==> src/rtl/ucsbece154b_mem_pkg.sv <==
`default_nettype none
// ============================================================================
// Module      : ucsbece154b_mem_pkg
// Description : Shared types and constants for the SDRAM read-port arbiter.
// Revision    : 1.0
// ============================================================================
package ucsbece154b_mem_pkg;

    localparam int DEFAULT_BLOCK_WORDS = 4;
    localparam int DEFAULT_TIMEOUT     = 64;

    typedef enum logic [1:0] {
        IDLE  = 2'd0,
        REQ   = 2'd1,
        BURST = 2'd2,
        GAP   = 2'd3
    } arb_state_t;

    typedef enum logic [1:0] {
        OWN_NONE = 2'b00,
        OWN_IC   = 2'b01,
        OWN_PF   = 2'b10
    } owner_t;

    // Lowest address bit of the block tag: byte offset plus word-in-block offset.
    function automatic int tag_lsb(input int words);
        return 2 + $clog2(words);
    endfunction

endpackage
`default_nettype wire

==> src/rtl/ucsbece154b_burst_counter.sv <==
`default_nettype none
// ============================================================================
// Module      : ucsbece154b_burst_counter
// Description : Burst beat counter and request wait/timeout counter.
// Revision    : 1.0
// ============================================================================
module ucsbece154b_burst_counter #(
    parameter int BLOCK_WORDS = 4,
    parameter int TIMEOUT     = 64
) (
    input  logic                          clk,
    input  logic                          reset,
    input  logic                          beat_clr,
    input  logic                          beat_en,
    input  logic                          wait_clr,
    input  logic                          wait_en,
    output logic [$clog2(BLOCK_WORDS):0]  beat_cnt,
    output logic                          beat_last,
    output logic                          wait_expired
);

    localparam int BEAT_W = $clog2(BLOCK_WORDS) + 1;
    localparam int WAIT_W = $clog2(TIMEOUT) + 1;
    localparam logic [BEAT_W-1:0] C_LAST_BEAT = BEAT_W'(BLOCK_WORDS - 1);
    localparam logic [WAIT_W-1:0] C_LAST_WAIT = WAIT_W'(TIMEOUT - 1);

    logic [BEAT_W-1:0] r_beat;
    logic [WAIT_W-1:0] r_wait;

    always_ff @(posedge clk) begin
        if (reset || beat_clr) begin
            r_beat <= '0;
        end else if (beat_en) begin
            r_beat <= r_beat + 1'b1;
        end
    end

    always_ff @(posedge clk) begin
        if (reset || wait_clr) begin
            r_wait <= '0;
        end else if (wait_en) begin
            r_wait <= r_wait + 1'b1;
        end
    end

    assign beat_cnt     = r_beat;
    assign beat_last    = (r_beat == C_LAST_BEAT);
    assign wait_expired = (r_wait == C_LAST_WAIT);

endmodule
`default_nettype wire

==> src/rtl/ucsbece154b_mem_arbiter.sv <==
`default_nettype none
// ============================================================================
// Module      : ucsbece154b_mem_arbiter
// Description : Demand-first arbiter sharing the SDRAM read port between the
//               icache and the next-line prefetcher, with in-flight merging.
// Revision    : 1.0
// ============================================================================
module ucsbece154b_mem_arbiter
    import ucsbece154b_mem_pkg::*;
#(
    parameter int BLOCK_WORDS = DEFAULT_BLOCK_WORDS,
    parameter int TIMEOUT     = DEFAULT_TIMEOUT
) (
    input  logic                            clk,
    input  logic                            reset,
    input  logic                            ic_req,
    input  logic [31:0]                     ic_addr,
    output logic                            ic_dataReady,
    output logic [31:0]                     ic_data,
    output logic [$clog2(BLOCK_WORDS)-1:0]  ic_blockIndex,
    input  logic                            pf_req,
    input  logic [31:0]                     pf_addr,
    output logic                            pf_dataReady,
    output logic [31:0]                     pf_data,
    output logic [$clog2(BLOCK_WORDS)-1:0]  pf_blockIndex,
    output logic                            memReadRequest,
    output logic [31:0]                     memReadAddress,
    input  logic [31:0]                     memDataIn,
    input  logic                            memDataReady,
    input  logic [$clog2(BLOCK_WORDS)-1:0]  memBlockIndex,
    output logic [1:0]                      owner,
    output logic                            merged,
    output logic                            timeout_err
);

    localparam int TAG_LSB = tag_lsb(BLOCK_WORDS);
    localparam int BEAT_W  = $clog2(BLOCK_WORDS) + 1;

    arb_state_t        r_state, w_state_n;
    owner_t            r_owner, w_owner_n;
    logic              r_merged, w_merged_n;
    logic [31:0]       r_addr, w_addr_n;
    logic              w_timeout;

    logic [BEAT_W-1:0] w_beat_cnt;
    logic              w_beat_last;
    logic              w_wait_expired;
    logic              w_active;
    logic              w_tag_hit;
    logic              w_merge_window;

    assign w_active = (r_state == REQ) || (r_state == BURST);

    ucsbece154b_burst_counter #(
        .BLOCK_WORDS (BLOCK_WORDS),
        .TIMEOUT     (TIMEOUT)
    ) u_burst_counter (
        .clk          (clk),
        .reset        (reset),
        .beat_clr     (!w_active),
        .beat_en      (w_active && memDataReady),
        .wait_clr     (r_state != REQ),
        .wait_en      (r_state == REQ),
        .beat_cnt     (w_beat_cnt),
        .beat_last    (w_beat_last),
        .wait_expired (w_wait_expired)
    );

    // Merging is only useful while beat 0 has not yet been delivered; a merge
    // taken on the beat-0 cycle itself would leave the icache short a word.
    assign w_tag_hit      = (ic_addr[31:TAG_LSB] == r_addr[31:TAG_LSB]);
    assign w_merge_window = (r_owner == OWN_PF) && w_active &&
                            (w_beat_cnt == '0) && !memDataReady;

    always_ff @(posedge clk) begin
        if (reset) begin
            r_state  <= IDLE;
            r_owner  <= OWN_NONE;
            r_merged <= 1'b0;
            r_addr   <= '0;
        end else begin
            r_state  <= w_state_n;
            r_owner  <= w_owner_n;
            r_merged <= w_merged_n;
            r_addr   <= w_addr_n;
        end
    end

    always_comb begin
        w_state_n  = r_state;
        w_owner_n  = r_owner;
        w_merged_n = r_merged;
        w_addr_n   = r_addr;
        w_timeout  = 1'b0;

        unique case (r_state)
            IDLE: begin
                if (ic_req) begin
                    w_addr_n  = ic_addr;
                    w_owner_n = OWN_IC;
                    w_state_n = REQ;
                end else if (pf_req) begin
                    w_addr_n  = pf_addr;
                    w_owner_n = OWN_PF;
                    w_state_n = REQ;
                end
            end
            REQ: begin
                if (memDataReady) begin
                    w_state_n = w_beat_last ? GAP : BURST;
                end else if (w_wait_expired) begin
                    w_timeout = 1'b1;
                    w_state_n = GAP;
                end
            end
            BURST: begin
                if (memDataReady && w_beat_last) begin
                    w_state_n = GAP;
                end
            end
            GAP: begin
                w_state_n = IDLE;
            end
            default: begin
                w_state_n = IDLE;
            end
        endcase

        if (ic_req && w_tag_hit && w_merge_window) begin
            w_merged_n = 1'b1;
        end

        // Ownership ends as soon as the transaction leaves REQ/BURST.
        if ((w_state_n == GAP) || (w_state_n == IDLE)) begin
            w_owner_n  = OWN_NONE;
            w_merged_n = 1'b0;
        end
    end

    assign memReadRequest = (r_state == REQ) && !memDataReady;
    assign memReadAddress = r_addr;

    assign ic_data       = memDataIn;
    assign pf_data       = memDataIn;
    assign ic_blockIndex = memBlockIndex;
    assign pf_blockIndex = memBlockIndex;

    assign ic_dataReady = memDataReady && w_active &&
                          ((r_owner == OWN_IC) || r_merged);
    assign pf_dataReady = memDataReady && w_active && (r_owner == OWN_PF);

    assign owner       = r_owner;
    assign merged      = r_merged;
    assign timeout_err = w_timeout;

endmodule
`default_nettype wire

==> config.mk <==
export PLATFORM = sky130hd
export DESIGN_NAME = ucsbece154b_mem_arbiter
export DESIGN_NICKNAME = d
export VERILOG_FILES = /design/src/rtl/ucsbece154b_mem_pkg.sv /design/src/rtl/ucsbece154b_burst_counter.sv /design/src/rtl/ucsbece154b_mem_arbiter.sv
export SDC_FILE = /design/constraint.sdc
export NUM_CORES = 1
export LEC_CHECK = 0
export ABC_CLOCK_PERIOD_IN_PS = 2600
export CAP_MARGIN = 25
export CORE_ASPECT_RATIO = 1.5
export CORE_MARGIN = 5
export CORE_UTILIZATION = 36
export DETAILED_ROUTE_END_ITERATION = 7
export GPL_TIMING_DRIVEN = 0
export PLACE_DENSITY = 0.82
export SYNTH_ARGS = -nofsm -noshare
export SYNTH_HDL_FRONTEND = slang
export SYNTH_SLANG_ARGS = --single-unit
==> constraint.sdc <==
create_clock -name clk -period 2.6 [get_ports clk]
set_clock_uncertainty 0.1 [all_clocks]
set_input_delay 0.52 -clock clk [delete_from_list [all_inputs] [get_ports clk]]
set_output_delay 0.52 -clock clk [all_outputs]
set_load 0.05 [all_outputs]
==> results.tsv, run 1 <==
stage	metric	value	unit
power_and_ir_drop	Clock power frac	17.8	%
power_and_ir_drop	PwrDens	920.0	nW/um^2
sta	Slew @ Worst Pin	563.2	ps
worst_setup_path	CP max stage delay	520	ps
synth	flops & latches, synth	47	
floorplanning	Starting Density	36.54	%
route	DR iter-0 viols	113	
route	residual DRC count	0	
route	DRT antenna net count	0	
global_routing	vias in the first global route	3113	
power_and_ir_drop	Reg power frac	24.2	%
cells_and_area	Area Overhead vs Synth	67.90	%
sta	fmax	398.2	MHz
synth	Synth area leader	dfxtp_1	
place	dpl ws	-255.8	ps
sta	RSZ-0062 raised after global routing	false	
synth	Yosys Warn Count	0	
power_and_ir_drop	Leak	0.002101	uW
power_and_ir_drop	sw frac	46.22	%
worst_setup_path	Required @ worst endpoint	1980	ps
synth	Synth Cell Area	3037	sq um
sta	number of failing hold endpoints at the final stage	0	
clock_network	setup bufs post-CTS	0	
synth	Avg Cell Area, Syn	9.092	sq um
run	max_cap viols	0	
sta	fin worst setup slack	88.40	ps
floorplanning	IO Pins	210	
worst_setup_path	CP Cell Sequence	clkdlybuf4s50_1 > buf_6 > nand2_1 > nor2_1 > clkdlybuf4s15_1	
synth	sequential fraction of the synthesis area	30.98	%
global_routing	first-pass GRT wire length	15.09	mm
floorplanning	Chip Width	84.99	microns
clock_network	worst-skew pair later-pin latency	290	ps
synth	Main synth FF type	dfxtp_1	
power_and_ir_drop	Switch Pwr	2168	uW
cells_and_area	NumNets Final	627	
route	final WL	9.814	mm
sta	Final Critical Period	2512	ps
global_routing	largest net degree at the start of global routing	16	
clock_network	Num CTS Buffers	5	
synth	post-synth top area share	30.98	%
cells_and_area	layout cell share with drive strength beyond 1	18.41	%
floorplanning	Rows	41	
sta	max_slew headroom	62.34	%
floorplanning	Core Box Area	8310	sq um
synth	Syn Inst Count	334	
synth	Syn Nets	446	
sta	fin crit share	96.60	%
route	DR pass1 iterations	4	
floorplanning	die height	122.5	microns
synth	top-count cell post-synth	buf_4	
route	Vias/cell	4.737	
synth	Synth area leaders	dfxtp_1 31%, buf_4 17%, mux2i_1 11%, a211oi_1 8.4%, xnor2_1 6.6%	
worst_setup_path	critical path type	input pin to primary output	
place	dpl hpwl	8.279	mm
sta	Slew Viols, Final	0	
worst_setup_path	Worst setup SP type	input pin	
clock_network	cts hold-fix bufs	0	
synth	Post-synth EDFFs	0	
synth	commonest cells in the netlist	68 x buf_4, 47 x dfxtp_1, 44 x nor2_1	
power_and_ir_drop	Int Power	2523	uW
cells_and_area	Fillers	747	
worst_setup_path	Arr. time, crit path	1890	ps
floorplanning	DIE AREA	10410	sq um
sta	setup TNS	0	ps
global_routing	Overflow after GRT	0	
global_routing	initial antenna violation count	0	
clock_network	clk buf depth	2	
sta	Hold WS	342.7	ps
route	Vias	2951	
sta	# setup viols final	0	
place	I/O Buffers	174	
clock_network	post_cts resized	6	
power_and_ir_drop	Tot Pwr	4691	uW
route	WL/cell	15.75	microns
min_path	Min-Delay Path Class	register to register	
place	GPL Wtd Cong	0.7714	
worst_setup_path	Critical Path End Type	primary output	
worst_setup_path	Crit-path slowest cell	clkdlybuf4s50_1	
power_and_ir_drop	worst ir drop on vdd	483.6	uV
synth	asr flop ratio synth	0	%
power_and_ir_drop	logic gate share of total power	58.0	%
clock_network	CTS tree	yes	
clock_network	clk root buf	clkbuf_16	
clock_network	H-tree depth	2	
global_routing	All-Layer GR Usage	18.20	%
clock_network	CTS Sinks	47	
status	status	finished clean	
clock_network	clk slew on worst S/H paths	70	ps
cells_and_area	# diodes	0	
worst_setup_path	critical-path maximum fanout	10	
synth	synth unique cells	38	
==> per-layer routing <==
layer  routed length (microns)  share of wire, %  vias to the layer above  GRT usage, %
li1                          -                 -                     1433             -
met1                      3471                35                     1350         18.58
met2                      5133                52                      154         34.58
met3                      1055                11                       14         6.111
met4                       153               1.6                        0         5.347
met5                         0                 0                        -             0
==> area by class of cell <==
cell class	instances	area [sq um]	share of cell area, %
repair buffers	174	1730	33.94
plain buffers	84	613.1	12.02
inverters	7	26.28	0.5153
multi-input cells	196	1461	28.66
clock inverters	3	67.56	1.325
clock buffers	5	125.1	2.454
flip-flops and latches	47	940.9	18.45
well taps	107	133.9	2.626
==> logic make-up (layout without fill, tap and decap cells) <==
| logic type | after synthesis | after routing | synth area share [%] |
|---|---|---|---|
| compound gates | 43 | 43 | 10.75 |
| mux | 35 | 35 | 11.58 |
| flops | 47 | 47 | 30.98 |
| simple gates | 75 | 75 | 12.11 |
| xor+xnor | 34 | 34 | 9.806 |
| buf+inv | 91 | 273 | 21.05 |
| fa+ha+maj | 9 | 9 | 3.708 |
==> flip-flops by register name (all words and copies together), names as in the netlist <==
| signal | flops |
|---|---|
| owner | 2 |
| u_burst_counter.beat_cnt | 3 |
| r_state | 2 |
| u_burst_counter.r_wait | 7 |
| memReadAddress | 32 |
| merged | 1 |
==> path summary, 6_finish.rpt <==
| check | from | end | slack [ps] | cells past startpoint |
|---|---|---|---|---|
| setup / recovery | memDataReady | pf_dataReady | 90 | 5 |
| hold / removal | u_burst_counter.r_wait[0] | u_burst_counter.r_wait[0] | 340 | 1 |
| setup reg to reg | u_burst_counter.r_wait[0] | owner[1] | 620 | 6 |
| hold reg to reg | u_burst_counter.r_wait[0] | u_burst_counter.r_wait[0] | 340 | 1 |
==> critical path: cells and delay by family <==
kind / cells / cell delay [ps]
buf+inv: 3 / 1190
simple gates: 2 / 180
==> power groups by stage <==
stage,Clock [uW],Sequential [uW],Combinational (uW)
6_report,835,1140,2720
5_1_grt,884,1170,2920
2_1_floorplan,0,1780,1220
4_1_cts,857,1140,2760
3_5_place_dp,0,1150,2750
3_3_place_gp,0,1130,2720
==> per-stage QoR <==
stage	util, %	instances	cell area (sq um)
2_1_floorplan	-	334	3042
3_3_place_gp	59.17	615	4917
3_5_place_dp	59.17	615	4917
4_1_cts	61.46	623	5107
5_1_grt	61.35	623	5099
6_report	61.35	623	5099
==> placed cells by master, fill, tap and decap left out, types with 2 or more instances in the layout <==
| cell type | Yosys | layout |
|---|---|---|
| a211oi_1 | 34 | 34 |
| mux2i_1 | 34 | 34 |
| clkbuf_1 | 6 | 6 |
| inv_1 | 7 | 7 |
| nor4_1 | 5 | 5 |
| dfxtp_1 | 47 | 47 |
| ha_1 | 9 | 9 |
| clkdlybuf4s50_1 | 0 | 170 |
| buf_6 | 2 | 2 |
| nand2b_1 | 4 | 4 |
| bufinv_16 | 0 | 2 |
| nand2_1 | 2 | 2 |
| nor3_1 | 4 | 4 |
| xnor2_1 | 23 | 23 |
| nor2_1 | 44 | 44 |
| buf_2 | 5 | 6 |
| buf_4 | 68 | 68 |
| nand4_1 | 6 | 6 |
| a21oi_1 | 2 | 2 |
| xor2_1 | 11 | 11 |
| clkbuf_16 | 0 | 5 |
| nor2b_1 | 2 | 2 |
No activity file was read; power rests on OpenSTA's default activity.
==> run 2: changes to the inputs <==
--- a/config.mk
+++ b/config.mk
@@ -11,7 +11,6 @@
 export CORE_MARGIN = 5
 export CORE_UTILIZATION = 36
 export DETAILED_ROUTE_END_ITERATION = 7
-export GPL_TIMING_DRIVEN = 0
 export PLACE_DENSITY = 0.82
 export SYNTH_ARGS = -nofsm -noshare
 export SYNTH_HDL_FRONTEND = slang
==> results.tsv, run 2 (synthesis results as in run 1) <==
stage	metric	value	unit
global_routing	initial antenna violation count	0	
clock_network	H-tree depth	2	
sta	Final Critical Period	2408	ps
cells_and_area	commonest non-fill, non-tap cell in the layout	clkdlybuf4s50_1	
sta	setup TNS	0	ps
route	residual DRC count	0	
floorplanning	DIE AREA	10410	sq um
cells_and_area	Largest register FFs	32	
clock_network	clk root buf	clkbuf_16	
worst_setup_path	Required @ worst endpoint	1980	ps
sta	fmax	415.3	MHz
global_routing	GR Util met1	15.19	%
worst_setup_path	crit-path leading delay family	simple AND/OR/NAND/NOR gates	
clock_network	clk slew on worst S/H paths	60	ps
place	I/O Buffers	107	
route	DR pass1 iterations	4	
power_and_ir_drop	PwrDens	1052	nW/um^2
worst_setup_path	Arr. time, crit path	1790	ps
global_routing	first-pass GRT wire length	11.92	mm
floorplanning	Core Box Area	8310	sq um
cells_and_area	layout cell share with drive strength beyond 1	7.278	%
route	Vias/cell	4.883	
sta	fin crit share	92.61	%
sta	# setup viols final	0	
global_routing	All-Layer GR Usage	14.55	%
cells_and_area	Area Overhead vs Synth	27.07	%
sta	fin worst setup slack	192.1	ps
min_path	Min-Delay Path Class	register to register	
clock_network	setup bufs post-CTS	0	
global_routing	largest net degree at the start of global routing	35	
sta	RSZ-0062 raised after global routing	false	
status	status	finished clean	
floorplanning	Chip Width	84.99	microns
worst_setup_path	CP max stage delay	420	ps
clock_network	CTS Sinks	47	
worst_setup_path	path length in cells of the critical path	5	
floorplanning	Rows	41	
place	GPL Wtd Cong	0.7923	
worst_setup_path	Bufs and invs on worst path	1	
global_routing	vias in the first global route	2432	
route	DR iter-0 viols	46	
worst_setup_path	CP Cell Sequence	ha_1 > nand3_2 > or3_4 > nor3b_2 > buf_12	
worst_setup_path	Worst setup SP type	register	
place	dpl ws	163.3	ps
sta	max_slew headroom	60.35	%
clock_network	clk buf depth	2	
sta	number of failing hold endpoints at the final stage	0	
floorplanning	Starting Density	36.54	%
route	DRT antenna net count	0	
clock_network	worst-skew pair later-pin latency	280	ps
power_and_ir_drop	Clock power frac	15.2	%
cells_and_area	# diodes	0	
power_and_ir_drop	Tot Pwr	4060	uW
power_and_ir_drop	sw frac	46.36	%
global_routing	Overflow after GRT	0	
cells_and_area	most frequent cells in the layout	102 x clkdlybuf4s50_1, 47 x dfxtp_1, 44 x nor2_1, 34 x mux2i_1, 34 x a211oi_1	
clock_network	post_cts resized	0	
floorplanning	IO Pins	210	
route	Vias	2334	
route	WL/cell	16.08	microns
cells_and_area	NumNets Final	482	
sta	Slew Viols, Final	0	
power_and_ir_drop	logic gate share of total power	56.7	%
power_and_ir_drop	Leak	0.001486	uW
clock_network	Num CTS Buffers	5	
worst_setup_path	critical-path maximum fanout	4	
power_and_ir_drop	Int Power	2178	uW
worst_setup_path	Critical Path End Type	primary output	
global_routing	routing usage on met2	25.88	%
power_and_ir_drop	Switch Pwr	1882	uW
sta	Slew @ Worst Pin	592.8	ps
run	max_cap viols	0	
global_routing	GRT Max-Usage Layer	met2	
place	dpl hpwl	6.169	mm
global_routing	met3 GRT Util	3.291	%
floorplanning	die height	122.5	microns
power_and_ir_drop	worst ir drop on vdd	526.2	uV
worst_setup_path	FF-to-FF path depth	6	
min_path	hold depth	1	
worst_setup_path	critical path type	register to primary output	
clock_network	cts hold-fix bufs	0	
power_and_ir_drop	Reg power frac	28.1	%
clock_network	CTS tree	yes	
route	final WL	7.688	mm
worst_setup_path	Crit-path slowest cell	or3_4	
[run 2: per-layer routing]
| metal | routed length [microns] | vias up |
|---|---|---|
| met4 | 415 | 0 |
| met1 | 2714 | 1061 |
| met3 | 548 | 47 |
| met2 | 4010 | 78 |
| met5 | 0 | - |
| li1 | - | 1148 |
[run 2: path summary, 6_finish.rpt]
path                               end  slack [ps]                       from
max reg2reg                   owner[1]         650  u_burst_counter.r_wait[0]
min reg2reg  u_burst_counter.r_wait[0]         340  u_burst_counter.r_wait[0]
max                        timeout_err         190  u_burst_counter.r_wait[0]
min          u_burst_counter.r_wait[0]         340  u_burst_counter.r_wait[0]
[run 2: power groups by stage]
stage	registers (uW)	clock network [uW]	logic [uW]
6_report	1140	619	2300
3_3_place_gp	1140	0	2290
5_1_grt	1170	673	2480
4_1_cts	1140	643	2340
3_5_place_dp	1150	0	2330
2_1_floorplan	1780	0	1220
[run 2: layout make-up]
class / instances / area (sq um)
clock inverter: 3 / 15.01
clock buffer: 5 / 125.1
tap: 107 / 133.9
multi-input combinational: 196 / 1466
timing repair buffer: 113 / 1151
inverter: 7 / 26.28
sequential: 47 / 940.9
fill: 829 / 4452
[run 2: per-stage QoR]
step / hold slack, ps / std cells / utilization, % / cell area, sq um
after floorplan: 313.0 / 334 / - / 3042
after global placement: 322.0 / 470 / 44.75 / 3719
after detailed placement: 334.2 / 470 / 44.75 / 3719
after CTS: 343.2 / 478 / 46.43 / 3859
after global routing: 366.2 / 478 / 46.43 / 3859
final: 341.9 / 478 / 46.43 / 3859
